--- config.mk ---
export PLATFORM = sky130hd
export DESIGN_NAME = seq_div_2w_w_flat
export DESIGN_NICKNAME = d
export VERILOG_FILES = /design/src/rtl/seq_div_2w_w_if.sv /design/src/rtl/seq_div_2w_w.sv /design/src/flat_wrapper.sv
export SDC_FILE = /design/constraint.sdc
export NUM_CORES = 1
export LEC_CHECK = 0
export BUFFER_PORTS_ARGS = -buffer_cell sky130_fd_sc_hd__buf_4
export CORE_ASPECT_RATIO = 0.5
export CORE_UTILIZATION = 55
export CTS_CLUSTER_DIAMETER = 40
export DETAILED_ROUTE_END_ITERATION = 8
export PLACE_DENSITY = 0.78
export SKIP_LAST_GASP = 1
export SYNTH_ARGS = -nofsm -noshare
export SYNTH_HDL_FRONTEND = slang
export SYNTH_SLANG_ARGS = --single-unit
--- constraint.sdc ---
create_clock -name clk -period 2.88 [get_ports clk]
set_clock_uncertainty 0.15 [all_clocks]
set_input_delay 0.576 -clock clk [delete_from_list [all_inputs] [get_ports clk]]
set_output_delay 0.576 -clock clk [all_outputs]
set_load 0.005 [all_outputs]
--- src/rtl/seq_div_2w_w_if.sv ---
// seq_div_2w_w_if: operand/result valid-ready bundle for the sequential 2W/W divider
interface seq_div_2w_w_if #(parameter int W = 8);
    logic           in_valid;
    logic           in_ready;
    logic [2*W-1:0] dividend;
    logic [W-1:0]   divisor;
    logic           out_valid;
    logic           out_ready;
    logic [W-1:0]   quotient;
    logic [W-1:0]   remainder;
    logic           overflow;
    logic           div_by_zero;

    modport master (
        output in_valid, dividend, divisor, out_ready,
        input  in_ready, out_valid, quotient, remainder, overflow, div_by_zero
    );

    modport slave (
        input  in_valid, dividend, divisor, out_ready,
        output in_ready, out_valid, quotient, remainder, overflow, div_by_zero
    );
endinterface

--- src/rtl/seq_div_2w_w.sv ---
// seq_div_2w_w: sequential unsigned restoring 2W/W divider; DIV_EARLY_BYPASS_EN adds a 1-cycle path when dividend < divisor
module seq_div_2w_w #(parameter int W = 8) (
    input logic         clk,
    input logic         rst_n,
    seq_div_2w_w_if.slave bus
);
    localparam int CW = $clog2(W + 1);

    typedef enum logic [1:0] {IDLE, RUN, DONE} state_t;

    state_t        state_q, state_d;
    logic [W:0]    r_q, r_sh, r_nx;
    logic [W-1:0]  sh_q, q_q, q_nx, dvsr_q, quo_q, rem_q;
    logic [CW-1:0] cnt_q;
    logic          ovf_q, dbz_q, accept, ovf_in, byp, ge, last;

    assign accept = bus.in_valid && state_q == IDLE;
    assign ovf_in = bus.dividend[2*W-1:W] >= bus.divisor;
`ifdef DIV_EARLY_BYPASS_EN
    assign byp    = bus.dividend[2*W-1:W] == '0 && bus.dividend[W-1:0] < bus.divisor;
`else
    assign byp    = 1'b0;
`endif

    // one restoring step: shift in the next dividend bit, subtract if it fits
    assign r_sh = {r_q[W-1:0], sh_q[W-1]};
    assign ge   = r_sh >= {1'b0, dvsr_q};
    assign r_nx = ge ? r_sh - {1'b0, dvsr_q} : r_sh;
    assign q_nx = (q_q << 1) | W'(ge);
    assign last = cnt_q == CW'(W - 1);

    assign bus.in_ready    = state_q == IDLE;
    assign bus.out_valid   = state_q == DONE;
    assign bus.quotient    = quo_q;
    assign bus.remainder   = rem_q;
    assign bus.overflow    = ovf_q;
    assign bus.div_by_zero = dbz_q;

    always_ff @(posedge clk or negedge rst_n)
        if (!rst_n) state_q <= IDLE;
        else        state_q <= state_d;

    always_comb begin
        state_d = state_q;
        unique case (state_q)
            IDLE:    if (accept) state_d = (ovf_in || byp) ? DONE : RUN;
            RUN:     if (last) state_d = DONE;
            DONE:    if (bus.out_ready) state_d = IDLE;
            default: state_d = IDLE;
        endcase
    end

    // result registers only change when a new result is produced
    always_ff @(posedge clk or negedge rst_n)
        if (!rst_n) begin
            r_q    <= '0;
            sh_q   <= '0;
            q_q    <= '0;
            dvsr_q <= '0;
            cnt_q  <= '0;
            quo_q  <= '0;
            rem_q  <= '0;
            ovf_q  <= 1'b0;
            dbz_q  <= 1'b0;
        end else if (accept) begin
            dvsr_q <= bus.divisor;
            r_q    <= {1'b0, bus.dividend[2*W-1:W]};
            sh_q   <= bus.dividend[W-1:0];
            q_q    <= '0;
            cnt_q  <= '0;
            if (ovf_in) begin
                quo_q <= '1;
                rem_q <= '0;
                ovf_q <= 1'b1;
                dbz_q <= bus.divisor == '0;
            end else if (byp) begin
                quo_q <= '0;
                rem_q <= bus.dividend[W-1:0];
                ovf_q <= 1'b0;
                dbz_q <= 1'b0;
            end
        end else if (state_q == RUN) begin
            r_q   <= r_nx;
            sh_q  <= sh_q << 1;
            q_q   <= q_nx;
            cnt_q <= cnt_q + CW'(1);
            if (last) begin
                quo_q <= q_nx;
                rem_q <= r_nx[W-1:0];
                ovf_q <= 1'b0;
                dbz_q <= 1'b0;
            end
        end
endmodule

--- src/flat_wrapper.sv ---
// flat-port wrapper written by rule: the top's interface ports become plain ports
module seq_div_2w_w_flat 
#(parameter int W = 8)
  (clk, rst_n, bus_in_valid, bus_dividend, bus_divisor, bus_out_ready, bus_in_ready, bus_out_valid, bus_quotient, bus_remainder, bus_overflow, bus_div_by_zero);
  seq_div_2w_w_if #(.W(W)) bus_i ();
  input logic clk;
  input logic rst_n;
  input wire logic [$bits(bus_i.in_valid)-1:0] bus_in_valid;
  input wire logic [$bits(bus_i.dividend)-1:0] bus_dividend;
  input wire logic [$bits(bus_i.divisor)-1:0] bus_divisor;
  input wire logic [$bits(bus_i.out_ready)-1:0] bus_out_ready;
  output wire logic [$bits(bus_i.in_ready)-1:0] bus_in_ready;
  output wire logic [$bits(bus_i.out_valid)-1:0] bus_out_valid;
  output wire logic [$bits(bus_i.quotient)-1:0] bus_quotient;
  output wire logic [$bits(bus_i.remainder)-1:0] bus_remainder;
  output wire logic [$bits(bus_i.overflow)-1:0] bus_overflow;
  output wire logic [$bits(bus_i.div_by_zero)-1:0] bus_div_by_zero;
  assign bus_i.in_valid = bus_in_valid;
  assign bus_i.dividend = bus_dividend;
  assign bus_i.divisor = bus_divisor;
  assign bus_i.out_ready = bus_out_ready;
  assign bus_in_ready = bus_i.in_ready;
  assign bus_out_valid = bus_i.out_valid;
  assign bus_quotient = bus_i.quotient;
  assign bus_remainder = bus_i.remainder;
  assign bus_overflow = bus_i.overflow;
  assign bus_div_by_zero = bus_i.div_by_zero;
  seq_div_2w_w #(.W(W)) u_core (.clk(clk), .rst_n(rst_n), .bus(bus_i));
endmodule
After elaboration in Yosys (flattened, before gate mapping)
Cells that the tools add are included.
Widths: inputs -> output; s select.
{"block": "word_totals", "regBits": 55, "elab_cells": 57}
{"block": "op_classes", "n_addsub": 2, "n_lt_le_gt_ge": 2, "eq_ne": 7, "muxes": 28, "n_bitwise": 1, "reduce_logical": 7}
{"op": "$mux 8", "n": 13}
{"op": "$mux 7", "n": 2}
{"op": "$ge 9x8->1", "n": 1}
{"op": "$ge 8x8->1", "n": 1}
{"op": "$logic_not 8->1", "n": 1}
{"op": "$mux 2", "n": 4}
{"op": "$mux 4", "n": 2}
{"op": "$or 8x1->8", "n": 1}
{"op": "$sub 8x8->8", "n": 1}
{"op": "$mux 1", "n": 6}
{"op": "$pmux 2 s3", "n": 1}
{"op": "$reduce_and 3->1", "n": 2}
{"op": "$add 4x1->4 const B", "n": 1}
{"op": "$eq 4x3->1 const B", "n": 1}
{"op": "$ne 2x1->1 const B", "n": 2}
{"op": "$ne 2x2->1 const B", "n": 2}
{"op": "$reduce_bool 2->1", "n": 2}
{"op": "$eq 2x1->1 const B", "n": 1}
{"op": "$eq 2x2->1 const B", "n": 1}
{"op": "$logic_not 2->1", "n": 1}
{"op": "$logic_and 1x1->1", "n": 1}

Longest topological paths before layout
Gate-level depths: netlist (run 1).
{"block": "logic_depth", "depth_word": 5, "ltp_mapped": 9, "ltp_nobuf": 9}

Worst setup path after synthesis (run 1)
Ideal clock, no wire load.
{"block": "synth_path", "kind": "reg2reg", "startpoint": "register u_core.sh_q[7]", "endpoint": "register u_core.r_q[6]", "setup_ps": 137, "arrival_time_ps": 1924, "slack_ps": 669, "stages_incl_launch_ff": 10, "period_less_slack_ps": 2211, "path_cell_list": "dfrtp_1 inv_1 ha_1 fa_1 nor2b_4 o31a_1 o21a_1 or3_1 a32oi_1 a21oi_1"}
{"block": "synth_between", "elab_chain_cells": 4}
{"item": "from (decl)", "line_no": "seq_div_2w_w.sv:13", "rtl": "logic [W-1:0] sh_q, q_q, q_nx, dvsr_q, quo_q, rem_q;"}
{"item": "from (signal assigned)", "line_no": "seq_div_2w_w.sv:68", "rtl": "sh_q <= bus.dividend[W-1:0];"}
{"item": "from (signal assigned)", "line_no": "seq_div_2w_w.sv:84", "rtl": "sh_q <= sh_q << 1;"}
{"item": "$sub 8x8->8 or $ge 9x8->1 (tied branches)", "line_no": "seq_div_2w_w.sv:28, seq_div_2w_w.sv:27"}
{"item": "$mux 8 (*)", "line_no": "seq_div_2w_w.sv:28", "rtl": "assign r_nx = ge ? r_sh - {1'b0, dvsr_q} : r_sh;"}
{"item": "$mux 8 (*)", "line_no": "seq_div_2w_w.sv:82", "rtl": "end else if (state_q == RUN) begin"}
{"item": "$mux 8 (*)", "line_no": "seq_div_2w_w.sv:65", "rtl": "end else if (accept) begin"}
{"item": "to (signal assigned)", "line_no": "seq_div_2w_w.sv:67", "rtl": "r_q <= {1'b0, bus.dividend[2*W-1:W]};"}
{"item": "to (signal assigned)", "line_no": "seq_div_2w_w.sv:83", "rtl": "r_q <= r_nx;"}
{"item": "to (decl)", "line_no": "seq_div_2w_w.sv:12", "rtl": "logic [W:0] r_q, r_sh, r_nx;"}
Every way passes the cells marked *; elsewhere a longest branch is shown, timed or not. The select of a mux whose other input is x is not followed.
A chain may end at the register's enable or synchronous reset.

Worst setup path after layout (run 1)
{"block": "layout_path", "startpoint": "register u_core.sh_q[7]", "endpoint": "register u_core.rem_q[6] (netlist: u_core.bus.remainder[6])"}
{"block": "layout_between", "elab_chain_cells": 5}
{"item": "$sub 8x8->8 or $ge 9x8->1 (tied branches)", "line_no": "seq_div_2w_w.sv:28, seq_div_2w_w.sv:27"}
{"item": "$mux 8 (*)", "line_no": "seq_div_2w_w.sv:28"}
{"item": "$mux 8 (*)", "line_no": "seq_div_2w_w.sv:87", "rtl": "if (last) begin"}
{"item": "$mux 8 (*)", "line_no": "seq_div_2w_w.sv:82"}
{"item": "$mux 8 (*)", "line_no": "seq_div_2w_w.sv:65"}
{"item": "to (signal assigned)", "line_no": "seq_div_2w_w.sv:78", "rtl": "rem_q <= bus.dividend[W-1:0];"}
{"item": "to (signal assigned)", "line_no": "seq_div_2w_w.sv:89", "rtl": "rem_q <= r_nx[W-1:0];"}
{"item": "to (decl)", "line_no": "seq_div_2w_w.sv:13"}
Marks and branches as above.

==> results.txt, run 1 <==
Outcome: finished clean
Headroom to the max-slew limit: 49.0%
Number of rows created at floorplan: 18
RSZ-0062 raised after global routing: no
Worst-path fanout max: 3
Number of synthesized flops with an enable pin: 0
Die Width: 104 um
Synthesized netlist cell count: 311
Number of vias in the routed layout: 2,448
Setup violators final: 0
Synth Cell Area: 0.00288 mm^2
Kind of start point of the critical path: register
GPL Wtd Cong: 0.881
Layout overhead on the synthesized area: 18.0%
Overall track demand over capacity in global routing: 26.0%
Share of layout cells above drive strength 1: 18.2%
Filler cell count in the final layout: 413
Cell with the largest stage delay on the worst path: sky130_fd_sc_hd__dfrtp_1
Worst Setup End Kind: register
Number of remaining DRC errors: 0
Final worst path period need: 2.44 ns
FMAX: 0.411 GHz
Final max-slew violation count: 0
Worst-case clock buffer depth: 2
Number of library cell types mapped by synthesis: 48
Power, Total: 4.08 mW
Leading cell types by count after synthesis: sky130_fd_sc_hd__dfrtp_1 (55), sky130_fd_sc_hd__nand2_1 (52), sky130_fd_sc_hd__o21ai_0 (36)
Count of port buffers added during placement: 47
Seq/Total Area, Yosys: 47.7%
Worst Path Arrival: 2.45 ns
Largest area contributor in the synthesized netlist: sky130_fd_sc_hd__dfrtp_1
IO Pins: 48
Post-DR vias/cell: 5.72
First-pass GRT wire length: 11,100 um
Average routed wire per standard cell: 15.6 um
First drt pass iteration count: 5
Maximum cell stage delay along the critical path: 0.39 ns
Ant diodes: 0
Via count of the first global-routing pass: 2,303
CP Cell Sequence: inv_1, ha_1, fa_1, nor2b_4, o31a_1, o21a_1, or3_1, a32oi_1, o21ai_1
Total Wirelength: 6660 um
Post-CTS clock slew at the launch and capture registers of the worst setup and hold paths: 0.10 ns
Number of nets with antenna violations after detailed routing: 0
Core footprint: 0.00498 mm^2
Starting density of the core: 57.9%
Largest cells by area after synthesis: sky130_fd_sc_hd__dfrtp_1 (48%), sky130_fd_sc_hd__ha_1 (7.4%), sky130_fd_sc_hd__nand2_1 (6.8%)
Tightest Hold Check Type: in -> async
Number of setup buffers added after CTS: 0
Cts hold-fix bufs: 0
Crit Path Class: reg -> reg
Top FF cell, synth: sky130_fd_sc_hd__dfrtp_1
Number of buffers added by the clock tree synthesis step: 5
VDD IR-drop max: 0.541 mV
Leakage power total: 1.60 nW
Share of the cycle needed by the critical path after routing: 84.6%
Later-pin clock latency in the skew report: 0.31 ns
Level count of the clock H-tree: 2
CTS tree: yes
Most frequent cell after synthesis: sky130_fd_sc_hd__dfrtp_1
Area share of the largest cell type after synthesis: 47.7%
Number of DRC violations after detailed-routing iteration 0: 120
Pin count of the biggest net entering global routing: 56
Post-CTS resize count: 0
Seq cells post-synth: 55
Pin slew with the least headroom to its limit: 0.764 ns
Synth warnings: 0
Buffer cell driving the clock tree root: sky130_fd_sc_hd__clkbuf_8
Mean Syn Cell Area: 9.27 um^2
Data required time of the critical path: 2.90 ns
Die outline height: 53.2 um
CTS sink count: 55
Overflow left after global routing: 0
Final hold violations: 0
Power density over cell area: 1200 mW/mm^2
Number of nets produced by synthesis: 357
Initial antenna violation count: 0
Nets@finish: 403
Final HPWL from detailed placement: 4830 um
Area of the die: 0.00555 mm^2
Flop-to-flop setup slack: 0.44 ns
TNS Setup: 0 ns
Asr flop ratio synth: 100%
Number of maximum-capacitance violations: 0
-- cell families after synthesis --
group | Yosys count | synth area share [%]
buf+inv | 31 | 4.16
flops | 55 | 47.7
compound gates | 99 | 21.0
mux | 2 | 0.694
simple gates | 103 | 17.5
fa+ha+maj | 18 | 8.07
xor+xnor | 3 | 0.911
-- final cells by class --
class	count	area, um^2	area share [%]
multi-input combinational	225	1390	41.0
sequential	55	1380	40.4
timing repair buffer	51	383	11.3
tap	70	87.6	2.57
inverter	19	71.3	2.10
clock buffer	5	68.8	2.02
clock inverter	3	22.5	0.662
-- final timing paths --
check                                     start                      end  depth (start not counted)
min in group clk                bus_dividend[0]           u_core.sh_q[0]                          3
worst max register to register   u_core.sh_q[7]  u_core.bus.remainder[6]                          9
worst min-delay path                      rst_n      u_core.bus.overflow                          1
max in group asynchronous                 rst_n           u_core.sh_q[1]                          1
worst min register to register   u_core.sh_q[3]           u_core.sh_q[3]                          2
worst max-delay path             u_core.sh_q[7]  u_core.bus.remainder[6]                          9
-- worst max-delay path: cells and delay by family (launching register included) --
family          cells  cell delay (ns)
fa+ha+maj           2             0.51
simple gates        2             0.35
compound gates      4             0.83
flops               1             0.39
buf+inv             1             0.09
-- state kept, by name (all words and copies together) (netlist names) --
register and flops:
u_core.bus.quotient 8, u_core.bus.remainder 8, u_core.bus.div_by_zero 1, u_core.r_q 8
u_core.q_q 7, u_core.dvsr_q 8, u_core.sh_q 8, u_core.state_q 2
u_core.cnt_q 4, u_core.bus.overflow 1
-- layout by cell type, fill, tap and decap left out, drive strengths merged, types with 8 or more instances in the layout --
| master | synthesis | final |
|---|---|---|
| buf | 4 | 51 |
| inv | 19 | 20 |
| ha | 17 | 17 |
| a22oi | 8 | 8 |
| nand3 | 15 | 15 |
| o21a | 9 | 9 |
| a21oi | 23 | 23 |
| o21ai | 39 | 39 |
| or3 | 11 | 11 |
| nand2 | 53 | 53 |
| dfrtp | 55 | 55 |
-- report_power, final --
group / switching, mW / total, mW / internal (mW)
combinational: 1.33 / 2.28 / 0.950
clock: 0.260 / 0.435 / 0.175
sequential: 0.237 / 1.36 / 1.12
total: 1.83 / 4.08 / 2.25
-- through the flow --
step | hold slack [ns] | utilization (%) | std cells | cell area, um^2 | setup slack (ns)
detailed placement | 0.316 | 66.5 | 420 | 3310 | 0.433
CTS | 0.178 | 68.4 | 428 | 3400 | 0.452
floorplan | 0.130 | - | 311 | 2880 | 0.669
global route | 0.199 | 68.4 | 428 | 3400 | 0.268
finish | 0.141 | 68.4 | 428 | 3400 | 0.444
global placement | 0.308 | 66.5 | 420 | 3310 | 0.479
-- routing by layer --
layer,global-route usage [%],routed length (um),vias up
li1,-,-,1199
met1,35.6,3180,1186
met2,44.9,3120,58
met3,4.19,318,5
met5,0,0,-
met4,4.05,47,0
(Power assumes the default switching activity.)
==> inputs of run 2 (changes only) <==
--- a/config.mk
+++ b/config.mk
@@ -5,12 +5,13 @@
 export SDC_FILE = /design/constraint.sdc
 export NUM_CORES = 1
 export LEC_CHECK = 0
+export ABC_AREA = 1
 export BUFFER_PORTS_ARGS = -buffer_cell sky130_fd_sc_hd__buf_4
 export CORE_ASPECT_RATIO = 0.5
-export CORE_UTILIZATION = 55
+export CORE_UTILIZATION = 52
 export CTS_CLUSTER_DIAMETER = 40
 export DETAILED_ROUTE_END_ITERATION = 8
-export PLACE_DENSITY = 0.78
+export PLACE_DENSITY = 0.77
 export SKIP_LAST_GASP = 1
 export SYNTH_ARGS = -nofsm -noshare
 export SYNTH_HDL_FRONTEND = slang
==> constraint.sdc (replaced) <==
create_clock -name clk -period 2.1 [get_ports clk]
set_clock_uncertainty 0.15 [all_clocks]
set_input_delay 0.42 -clock clk [delete_from_list [all_inputs] [get_ports clk]]
set_output_delay 0.42 -clock clk [all_outputs]
set_load 0.005 [all_outputs]
==> run 2 against run 1 <==
Effect of this change: worst hold slack worse by 0.12 ns; non-clock buffer count up 14; clock power up 97%; die area up 17%; via count up 16%; sequential share of layout area down 5.6 points; worst setup slack worse by 0.33 ns; area after synthesis up 11%; synthesized cell count up 31%; total power up 74%; wire length up 15%; first-iteration DRC count up 10%; largest cell class unchanged; highest routed layer unchanged.
==> results.txt, run 2 <==
CTS sink count: 55 (unchanged)
Final HPWL from detailed placement: 5390 um (+12%)
VDD IR-drop max: 0.779 mV (+44%)
Number of synthesized flops with an enable pin: 0 (unchanged)
Synthesized netlist cell count: 408 (+31%)
Top FF cell, synth: sky130_fd_sc_hd__dfrtp_1
Area of the die: 0.00651 mm^2 (+17%)
RSZ-0062 raised after global routing: yes
Setup violators final: 0 (unchanged)
Count of port buffers added during placement: 47 (unchanged)
Level count of the clock H-tree: 2 (unchanged)
Number of remaining DRC errors: 0 (unchanged)
Largest area contributor in the synthesized netlist: sky130_fd_sc_hd__dfrtp_1
Overall track demand over capacity in global routing: 25.6% (-0.42 points)
Number of nets with antenna violations after detailed routing: 0 (unchanged)
Number of rows created at floorplan: 19 (+1)
Data required time of the critical path: 2.13 ns (-0.77 ns)
Most frequent cell after synthesis: sky130_fd_sc_hd__nand2_1
Cell seen most often among critical-path stages: sky130_fd_sc_hd__nand2_1
Die outline height: 57.6 um (+8.2%)
Headroom to the max-slew limit: 53.8% (+4.8 points)
Final max-slew violation count: 0 (unchanged)
Number of library cell types mapped by synthesis: 32 (-33%)
Largest cells by area after synthesis: sky130_fd_sc_hd__dfrtp_1 (43%), sky130_fd_sc_hd__nand2_1 (15%), sky130_fd_sc_hd__inv_1 (7.2%)
Worst-case clock buffer depth: 2 (unchanged)
Tightest Hold Check Type: in -> async
CP bufs+invs: 0 (-1)
Final worst path period need: 1.98 ns (-0.454 ns)
Crit Path Class: reg -> reg
Pin slew with the least headroom to its limit: 0.693 ns (-0.0705 ns)
Share of layout cells above drive strength 1: 23.9% (+5.8 points)
Kind of start point of the critical path: register
Area used by multi-input combinational logic: 0.00160 mm^2 (+15%)
Leakage power total: 2.13 nW (+33%)
Overflow left after global routing: 0 (unchanged)
Finished Cell Area: 0.00395 mm^2 (+16%)
GPL Wtd Cong: 0.890 (+1.0%)
CTS tree: yes
Setup slack after placement: 0.0470 ns (-0.386 ns)
Power density over cell area: 1790 mW/mm^2 (+50%)
Layout overhead on the synthesized area: 22.9%
Commonest non-fill, non-tap cell in the layout: sky130_fd_sc_hd__nand2_1
Die Width: 113 um (+8.4%)
Post-CTS clock slew at the launch and capture registers of the worst setup and hold paths: 0.08 ns (-0.02 ns)
Post-route setup slack: 0.118 ns (-0.326 ns)
First drt pass iteration count: 5 (unchanged)
Launching point of the worst reg2reg path: u_core.r_q[0]
Synth Cell Area: 0.00321 mm^2 (+11%)
Later-pin clock latency in the skew report: 0.29 ns (-0.02 ns)
Initial antenna violation count: 0 (unchanged)
Number of maximum-capacitance violations: 0 (unchanged)
Post-placement cell area: 0.00369 mm^2 (+11%)
Via count of the first global-routing pass: 2,730 (+19%)
Area share of the largest cell type after synthesis: 42.9% (-4.9 points)
Number of vias in the routed layout: 2,834 (+16%)
R2R cell count: 10 (+1)
Worst Setup End Kind: register
First-pass GRT wire length: 12,900 um (+16%)
Mean Syn Cell Area: 7.87 um^2 (-15%)
Final hold violations: 0 (unchanged)
Number of buffers added by the clock tree synthesis step: 5 (unchanged)
Maximum cell stage delay along the critical path: 0.44 ns (+0.05 ns)
Asr flop ratio synth: 100% (unchanged)
Filler cell count in the final layout: 448 (+8.5%)
Sequential cell area: 0.00138 mm^2 (unchanged)
Share of the cycle needed by the critical path after routing: 94.4% (+9.8 points)
Starting density of the core: 56.3% (-1.7 points)
FMAX: 0.505 GHz (+23%)
Cts hold-fix bufs: 0 (unchanged)
Pin count of the biggest net entering global routing: 56 (unchanged)
Seq cells post-synth: 55 (unchanged)
Ant diodes: 0 (unchanged)
Outcome: finished clean
Leading cell types by count after synthesis: sky130_fd_sc_hd__nand2_1 (129), sky130_fd_sc_hd__inv_1 (62), sky130_fd_sc_hd__dfrtp_1 (55)
Number of nets produced by synthesis: 454 (+27%)
Worst r2r dst: u_core.r_q[2]
Number of DRC violations after detailed-routing iteration 0: 132 (+10%)
Post-DR vias/cell: 5.24 (-8.4%)
Core footprint: 0.00571 mm^2 (+15%)
Total Wirelength: 7630 um (+15%)
CP Cell Sequence: ha_1, nand2_1, nor2_2, nand2_1, nand3_1, nand3_4, nand3_2, nand2_1, nand3_1, nand2_1
Synth warnings: 0 (unchanged)
Average routed wire per standard cell: 14.1 um (-9.4%)
Buffer cell driving the clock tree root: sky130_fd_sc_hd__clkbuf_16
Nets@finish: 513 (+27%)
Worst-path fanout max: 8 (+5)
Worst Path Arrival: 2.01 ns (-0.44 ns)
TNS Setup: 0 ns (unchanged)
IO Pins: 48 (unchanged)
Flop-to-flop setup slack: 0.12 ns (-0.33 ns)
Seq/Total Area, Yosys: 42.9% (-4.9 points)
CP delay by family, top: simple AND/OR/NAND/NOR gates
Commonest cells after routing, fill and taps aside: sky130_fd_sc_hd__nand2_1 (129), sky130_fd_sc_hd__buf_4 (65), sky130_fd_sc_hd__inv_1 (62)
Cell with the largest stage delay on the worst path: sky130_fd_sc_hd__dfrtp_1
run 2: cell types whose count changed after synthesis, moves of 7 or more:
cell	delta
sky130_fd_sc_hd__or3_1	-11
sky130_fd_sc_hd__a22oi_1	-8
sky130_fd_sc_hd__inv_1	+43
sky130_fd_sc_hd__nand2_1	+77
sky130_fd_sc_hd__nor2_1	+16
sky130_fd_sc_hd__nand3_1	+19
sky130_fd_sc_hd__o21ai_0	-21
sky130_fd_sc_hd__a21oi_1	-18
sky130_fd_sc_hd__o21ai_2	+7
sky130_fd_sc_hd__o21a_1	-9
sky130_fd_sc_hd__nand3_2	+9
sky130_fd_sc_hd__o221ai_1	+7
run 2: routing by layer:
metal  track usage, %  share of wire (%)  vias to the layer above
li1                 -                  -                     1413
met1             36.1                 48                     1322
met2             42.8                 45                       83
met3             3.51                5.5                       16
met4             5.45                1.8                        0
met5                0                  0                        -
run 2: timing repair:
action,CTS,global route
gates resized for setup,0,13
endpoints found under the setup margin,0,16
setup buffers,0,3
run 2: area by class of cell:
| class | instances | share of cell area [%] |
|---|---|---|
| multi-input cells | 277 | 40.6 |
| flip-flops and latches | 55 | 34.9 |
| repair buffers | 65 | 12.4 |
| inverters | 63 | 6.02 |
| clock buffers | 5 | 3.17 |
| well taps | 73 | 2.31 |
| clock inverters | 3 | 0.698 |
run 2: stage by stage:
stage | cells | hold slack (ns) | utilization [%] | power [mW]
after floorplan | 408 | -0.0256 | - | 4.62
after global placement | 530 | 0.317 | 64.6 | 5.73
after detailed placement | 530 | 0.320 | 64.6 | 5.83
after CTS | 538 | 0.0432 | 67.3 | 6.73
after global routing | 541 | 0.0860 | 69.2 | 7.70
final | 541 | 0.0220 | 69.2 | 7.08
run 2: worst reg2reg max path: stages (launching register included):
cell and delay [ns]:
sky130_fd_sc_hd__dfrtp_1 0.44, sky130_fd_sc_hd__ha_1 0.36, sky130_fd_sc_hd__nand2_1 0.08, sky130_fd_sc_hd__nor2_2 0.09, sky130_fd_sc_hd__nand2_1 0.08, sky130_fd_sc_hd__nand3_1 0.13
sky130_fd_sc_hd__nand3_4 0.19, sky130_fd_sc_hd__nand3_2 0.11, sky130_fd_sc_hd__nand2_1 0.11, sky130_fd_sc_hd__nand3_1 0.09, sky130_fd_sc_hd__nand2_1 0.06
run 2: logic make-up (layout without fill, tap and decap cells):
family / Yosys count / after routing / share of synthesized area, %
flip-flops: 55 / 55 / 42.9
AND/OR/NAND/NOR: 213 / 213 / 30.3
XOR/XNOR: 3 / 3 / 0.819
adder cells (fa/ha/maj): 18 / 18 / 7.25
buffers and inverters: 76 / 136 / 9.86
AO/OA/AOI/OAI: 43 / 43 / 8.89
run 2: worst max-delay path by stage:
stage	from	slack [ns]	depth (start not counted)	endpoint
2_1_floorplan	u_core.sh_q[7]	0.33	11	u_core.bus.remainder[6]
3_3_place_gp	bus_divisor[5]	0.11	10	u_core.bus.quotient[5]
3_5_place_dp	bus_divisor[5]	0.05	10	u_core.bus.quotient[7]
4_1_cts	u_core.dvsr_q[2]	0.07	11	u_core.bus.remainder[3]
5_1_grt	u_core.dvsr_q[2]	0.007	11	u_core.r_q[7]
6_report	u_core.r_q[0]	0.12	10	u_core.r_q[2]
run 2: where the power goes:
| group | total (mW) | internal (mW) | switching (mW) | leakage [nW] |
|---|---|---|---|---|
| combinational | 4.36 | 1.81 | 2.55 | 1.36 |
| clock | 0.856 | 0.453 | 0.403 | 0.0719 |
| sequential | 1.86 | 1.55 | 0.312 | 0.696 |
| total | 7.08 | 3.81 | 3.27 | 2.13 |
